File: src/rtl/mult_arb.sv
// Two-requester round-robin front end for a shared sequential multiplier.
// Accepts one request at a time, waits for the multiplier (with timeout) and returns a response.
`timescale 1ns/1ps
module mult_arb #(
    parameter int WIDTH   = 32,
    parameter int TIMEOUT = 127
) (
    input  logic                 clk,
    input  logic                 reset,
    input  logic                 req0,
    input  logic                 req1,
    input  logic [WIDTH-1:0]     a0,
    input  logic [WIDTH-1:0]     b0,
    input  logic [WIDTH-1:0]     a1,
    input  logic [WIDTH-1:0]     b1,
    output logic                 gnt0,
    output logic                 gnt1,
    output logic                 mult_start,
    output logic [WIDTH-1:0]     mult_a,
    output logic [WIDTH-1:0]     mult_b,
    input  logic                 mult_done,
    input  logic [2*WIDTH-1:0]   mult_product,
    output logic                 rsp_valid,
    input  logic                 rsp_ready,
    output logic                 rsp_id,
    output logic [2*WIDTH-1:0]   rsp_product,
    output logic                 rsp_err,
    output logic                 busy
);

    localparam int CW = (TIMEOUT < 1) ? 1 : $clog2(TIMEOUT + 1);
    localparam logic [CW-1:0] TMO = CW'(TIMEOUT);

    typedef enum logic [1:0] {
        S_IDLE  = 2'd0,
        S_START = 2'd1,
        S_WAIT  = 2'd2,
        S_RESP  = 2'd3
    } state_t;

    state_t               state_q, state_d;
    logic                 rr_last_q, rr_last_d;
    logic [CW-1:0]        cnt_q, cnt_d;
    logic [WIDTH-1:0]     a_q, a_d;
    logic [WIDTH-1:0]     b_q, b_d;
    logic                 id_q, id_d;
    logic [2*WIDTH-1:0]   prod_q, prod_d;
    logic                 err_q, err_d;
    logic                 win;

    always_ff @(posedge clk or posedge reset) begin
        if (reset) begin
            state_q   <= S_IDLE;
            rr_last_q <= 1'b1;
            cnt_q     <= '0;
            a_q       <= '0;
            b_q       <= '0;
            id_q      <= 1'b0;
            prod_q    <= '0;
            err_q     <= 1'b0;
        end else begin
            state_q   <= state_d;
            rr_last_q <= rr_last_d;
            cnt_q     <= cnt_d;
            a_q       <= a_d;
            b_q       <= b_d;
            id_q      <= id_d;
            prod_q    <= prod_d;
            err_q     <= err_d;
        end
    end

    always_comb begin
        state_d   = state_q;
        rr_last_d = rr_last_q;
        cnt_d     = cnt_q;
        a_d       = a_q;
        b_d       = b_q;
        id_d      = id_q;
        prod_d    = prod_q;
        err_d     = err_q;
        win       = 1'b0;

        case (state_q)
            S_IDLE: begin
                if (req0 || req1) begin
                    // On a tie the requester that did not win last time goes first.
                    win       = (req0 && req1) ? ~rr_last_q : req1;
                    id_d      = win;
                    rr_last_d = win;
                    a_d       = win ? a1 : a0;
                    b_d       = win ? b1 : b0;
                    state_d   = S_START;
                end
            end
            S_START: begin
                cnt_d   = '0;
                state_d = S_WAIT;
            end
            S_WAIT: begin
                // A completion in the timeout cycle still counts as success.
                if (mult_done) begin
                    prod_d  = mult_product;
                    err_d   = 1'b0;
                    state_d = S_RESP;
                end else if (cnt_q == TMO) begin
                    prod_d  = '0;
                    err_d   = 1'b1;
                    state_d = S_RESP;
                end else begin
                    cnt_d = cnt_q + CW'(1);
                end
            end
            S_RESP: begin
                if (rsp_ready) begin
                    state_d = S_IDLE;
                end
            end
            default: begin
                state_d = S_IDLE;
            end
        endcase
    end

    assign gnt0        = (state_q == S_START) && !id_q;
    assign gnt1        = (state_q == S_START) &&  id_q;
    assign mult_start  = (state_q == S_START);
    assign mult_a      = a_q;
    assign mult_b      = b_q;
    assign rsp_valid   = (state_q == S_RESP);
    assign rsp_id      = id_q;
    assign rsp_product = prod_q;
    assign rsp_err     = err_q;
    assign busy        = (state_q != S_IDLE);

endmodule

File: config.mk
export PLATFORM = sky130hd
export DESIGN_NAME = mult_arb
export DESIGN_NICKNAME = d
export VERILOG_FILES = /design/src/rtl/mult_arb.sv
export SDC_FILE = /design/constraint.sdc
export NUM_CORES = 1
export LEC_CHECK = 0
export ABC_AREA = 1
export CAP_MARGIN = 20
export CORE_AREA = 2 2 131 133
export DETAILED_ROUTE_END_ITERATION = 16
export DIE_AREA = 0 0 133 135
export DONT_BUFFER_PORTS = 1
export SLEW_MARGIN = 40
export SYNTH_ARGS = -nofsm -noshare
export SYNTH_HDL_FRONTEND = slang
export SYNTH_SLANG_ARGS = --single-unit
File: constraint.sdc
create_clock -name clk -period 5.1 [get_ports clk]
set_clock_uncertainty 0.1 [all_clocks]
set_input_delay 0.51 -clock clk [delete_from_list [all_inputs] [get_ports clk]]
set_output_delay 0.51 -clock clk [all_outputs]
set_load 0.05 [all_outputs]
# Yosys cells after proc, flatten, opt, wreduce, memory -nomap -nowiden
# Cells that the tools add are included.
# W data, S select, Z words.
totals:
  register_bits: 140
  latchBits: 0
  ram_bits: 0
  rom_bits: 0
  output_inout_bits: 135
  elab_cells: 47
  mem_count: 0
op_classes:
  n_addsub: 1
  mul: 0
  n_div: 0
  order_cmp: 0
  eq_ne: 9
  shift: 0
  n_mux: 15
  n_bitwise: 1
  n_reduce_logical: 13
op_table:
  columns: ["op", "n"]
  rows:
  - ["$mux W64", 2]
  - ["$mux W32", 2]
  - ["$mux W7", 2]
  - ["$pmux W7 S2", 1]
  - ["$mux W2", 4]
  - ["$pmux W2 S4", 1]
  - ["$add A7 B1 Y7 const B", 1]
  - ["$eq A7 B7 Y1 const B", 1]
  - ["$ne A2 B2 Y1 const B", 3]
  - ["$reduce_and A3 Y1", 2]
  - ["$reduce_bool A2 Y1", 3]
  - ["$eq A2 B2 Y1 const B", 2]
  - ["$reduce_and A2 Y1", 2]
  - ["$logic_and A1 B1 Y1", 3]
  - ["$mux W1", 3]
  - ["$ne A3 B3 Y1 const B", 1]
  - ["$eq A2 B1 Y1 const B", 1]
  - ["$logic_not A2 Y1", 1]
  - ["$ne A2 B1 Y1 const B", 1]
  - ["$logic_not A1 Y1", 1]
  - ["$logic_or A1 B1 Y1", 1]
  - ["$not A1 Y1", 1]

# Longest topological paths before layout
logic_depth:
  ltp_word: 4
  ltp_mapped: 9
  ltp_nobuf: 8

# Worst setup path after synthesis
# Ideal clock, no wire load.
synth_path:
  path_type: "reg-to-output"
  from: "reg state_q[1]"
  to: "out gnt0"
  arrival_ns: 1.685
  required_time_ns: 4.490
  setup_slack_ns: 2.805
  stages_incl_launch_ff: 5
  path_cell_list: "dfrtp_1 > inv_1 > ha_1 > inv_1 > nor2_1"
synth_via:
  elab_chain_len: 2
synth_lines:
  columns: ["element", "line", "text"]
  rows:
  - ["from (decl)", "41", "state_t state_q, state_d;"]
  - ["from (signal assigned)", "62", "state_q <= state_d;"]
  - ["$eq A2 B1 Y1", null, null]
  - ["via mult_start", "18", "output logic mult_start,"]
  - ["$logic_and A1 B1 Y1", "125", "assign gnt0 = (state_q == S_START) && !id_q;"]
  - ["to (decl)", "16", "output logic gnt0,"]
# The timed path passes the listed nets, and every way through them passes these cells.

# Worst setup path after layout
# Same ends and word-level chain as after synthesis.

==> results.py <==
metrics = {
    "outcome": {
        "status": "finished, final reports clean",
    },
    "global_route": {
        "grt_pass1_vias": 4757,
        "grt_use_total_pct": 18.6,
        "grt_overflow": 0,
        "antenna_found_initial": 0,
        "grt_pass1_wl_um": 26100,
        "grt_start_max_net_pins": 76,
    },
    "final_layout": {
        "antenna_cells": 0,
        "fin_cells": 934,
        "syn2layout_area_growth_pct": 11.6,
        "fillCellCount": 1622,
        "nNetsFinal": 905,
        "final_util_pct": 42.8,
        "drive_above_1_share_pct": 9.80,
    },
    "setup_path": {
        "path_cells": "inv_1 > ha_1 > inv_1 > nor2_1",
        "critical_path_class": "register to output pin",
        "reg2reg_from": "state_q[1]$_DFFE_PP0P_",
        "path_max_fanout": 4,
        "reg2reg_to": "mult_b[26]$_DFFE_PP0P_",
        "critPathLaunchType": "register",
        "critPathMostFrequentCell": "inv_1",
        "cp.arrival_ns": 2.21,
        "regToRegSetupSlack_ns": 2.36,
        "required_ns": 4.49,
        "reg2regPathDepth": 7,
        "worst_setup_path_end_kind": "output pin",
        "critical-path-max-stage-delay_ns": 0.68,
        "cp_slowest_cell": "nor2_1",
    },
    "floorplan": {
        "rows": 47,
        "fp.coreArea_mm2": 0.0164,
        "die_w_um": 133,
        "die_h_um": 135,
        "dieArea_mm2": 0.0180,
        "initial_core_util_pct": 38.3,
        "boundaryPins": 333,
    },
    "min_path": {
        "hold_depth": 2,
        "hold_start": "mult_product[25]",
        "hold_end": "rsp_product[25]$_DFFE_PP0P_",
        "hold_path_class": "input pin to register",
    },
    "clock_tree": {
        "numCtsBuffers": 17,
        "cts.path.max_buffers": 2,
        "cts_sinks": 140,
        "cts_tree": "built",
        "cts-resized-gates": 0,
        "worstSkewPairLatency_ns": 0.41,
        "cts.clk_slew.worst_paths_ns": 0.06,
        "h-tree-depth": 4,
        "root_buffer": "clkbuf_16",
    },
    "place": {
        "globalplace.congestion": 0.800,
        "dp.cells": 901,
        "dp_hpwl_um": 12100,
        "port_buffers": 0,
    },
    "synth": {
        "synth-warning-count": 0,
        "syn_nets": 930,
        "synth_edf_count": 0,
        "ys_seq_area_share_pct": 55.7,
        "synth_seq_cells": 140,
        "ys.flop_type": "dfrtp_1",
        "synthArstFlopShare_pct": 100,
        "netlist_instances": 727,
        "syn_avg_cell_area_um2": 8.65,
        "synth_area_mm2": 0.00629,
        "ys_types": 25,
    },
    "drt": {
        "wl_um": 16900,
        "viasPerCell": 5.20,
        "drt-initial-drc-count": 203,
        "drcViolationCount": 0,
        "vias": 4860,
        "drtAntennaViolNets": 0,
        "firstDrtPassIters": 4,
        "wire_per_inst_um": 18.0,
    },
    "pwr": {
        "pwr-share-clk_pct": 21.8,
        "p_switching_uw": 3450,
        "p_comb_share_pct": 19.1,
        "finalPower_uw": 6420,
        "p_per_area_mw_per_mm2": 915,
        "swShare_pct": 53.7,
        "p_int_uw": 2970,
        "cellLeakagePower_uw": 0.00332,
        "ir_drop_mv": 0.382,
        "pwr-share-seq_pct": 59.1,
    },
    "sta": {
        "hold_viol": 0,
        "tightest_slew_ns": 0.871,
        "maxSlewHeadroom_pct": 41.7,
        "drv_slew": 0,
        "max_freq_ghz": 0.354,
        "setup_violations": 0,
        "finalCritPeriodShare_pct": 55.4,
        "rsz0062_at_grt": "false",
        "fin_setup_tns_ns": 0,
        "finalCriticalPeriod_ns": 2.82,
    },
    "job": {
        "drv_cap": 0,
    },
}
[worst max path at each step]
| stage | depth (start not counted) | startpoint | end | slack [ns] |
|---|---|---|---|---|
| floorplan | 1 | reset | cnt_q[0]$_DFFE_PP0P_ | 0.74 |
| global placement | 6 | state_q[0]$_DFFE_PP0P_ | mult_a[2]$_DFFE_PP0P_ | 2.55 |
| detailed placement | 7 | state_q[1]$_DFFE_PP0P_ | mult_b[26]$_DFFE_PP0P_ | 2.45 |
| CTS | 4 | state_q[1]$_DFFE_PP0P_ | gnt0 | 2.25 |
| global route | 7 | state_q[1]$_DFFE_PP0P_ | mult_b[8]$_DFFE_PP0P_ | 2.17 |
| finish | 4 | state_q[1]$_DFFE_PP0P_ | gnt0 | 2.28 |
[sequential cells by signal, summed over array words and instances, names as in the netlist]
name,count
mult_b,32
rr_last_q,1
rsp_product,64
rsp_id,1
cnt_q,7
rsp_err,1
state_q,2
mult_a,32
[synthesized netlist by cell type, types with 2 or more instances]
cell type | instances | area share (%)
buf_2 | 31 | 2.5
inv_1 | 14 | 0.84
dfrtp_1 | 139 | 55
nand2_1 | 287 | 17
nand3_1 | 50 | 4.0
clkbuf_1 | 3 | 0.18
nor2_1 | 72 | 4.3
ha_1 | 5 | 0.99
buf_6 | 5 | 0.90
inv_2 | 2 | 0.12
a21oi_1 | 2 | 0.16
buf_4 | 12 | 1.4
o21ai_1 | 3 | 0.24
nand3_2 | 22 | 3.5
a31oi_1 | 64 | 6.4
o21ai_0 | 7 | 0.56
[cell usage in the layout (no fill, tap or decap), types with 3 or more instances in the layout]
cell type / instances
nand2_1: 285
dfrtp_1: 139
nor2_1: 71
a31oi_1: 64
nand3_1: 50
nand3_2: 22
clkbuf_16: 17
inv_1: 12
o21ai_0: 7
bufinv_16: 6
ha_1: 5
buf_4: 4
nand2_2: 3
o21ai_1: 3
[power groups by stage]
stage / Sequential, uW / Combinational, uW / Clock [uW]
final: 3790 / 1230 / 1400
after global routing: 3850 / 1420 / 1480
after CTS: 3810 / 1250 / 1430
after detailed placement: 3840 / 1240 / 0
after global placement: 3820 / 1170 / 0
after floorplan: 3630 / 1090 / 0
[routing by layer]
| layer | up-vias | GRT usage (%) | share of wire, % |
|---|---|---|---|
| met4 | 0 | 5.73 | 1.0 |
| met3 | 13 | 7.28 | 10 |
| met5 | - | 0 | 0 |
| met2 | 249 | 31.1 | 49 |
| met1 | 2281 | 22.3 | 40 |
| li1 | 2317 | - | - |
[layout make-up]
cell class	count	area (um2)	area share, %
Sequential cell	140	3500	49.9
Clock inverter	11	215	3.07
Tap cell	220	275	3.92
Multi-Input combinational cell	520	2420	34.5
Inverter	16	70.1	0.999
Clock buffer	20	457	6.51
Timing Repair Buffer	7	71.3	1.02
[critical path, delay by kind of cell (launching register included)]
family | cells | cell delay (ns)
simple gates | 1 | 0.68
fa+ha+maj | 1 | 0.52
flops | 1 | 0.41
buf+inv | 2 | 0.19
[metrics by stage]
step / area [um2] / hold slack [ns] / worst slack [ns]
6_report: 7020 / 0.117 / 2.28
5_1_grt: 7020 / 0.105 / 2.17
4_1_cts: 7000 / 0.0959 / 2.25
3_5_place_dp: 6310 / 0.383 / 2.45
3_3_place_gp: 6310 / 0.374 / 2.55
2_1_floorplan: 6290 / 0.353 / 0.739
[what timing repair did]
action,in CTS,in global routing
hold buffers,1,0
endpoints found under the hold margin,69,0
setup endpoints to repair,0,0
buffers inserted,0,0
[cells by family (layout without fill, tap and decap cells)]
logic type / Yosys count / count (layout) / share of synthesized area [%]
buffers and inverters: 67 / 54 / 5.93
AND/OR/NAND/NOR: 437 / 437 / 29.8
adder cells (fa/ha/maj): 5 / 5 / 0.995
AO/OA/AOI/OAI: 78 / 78 / 7.56
flip-flops: 140 / 140 / 55.7
No activity file was read; power rests on OpenSTA's default activity.
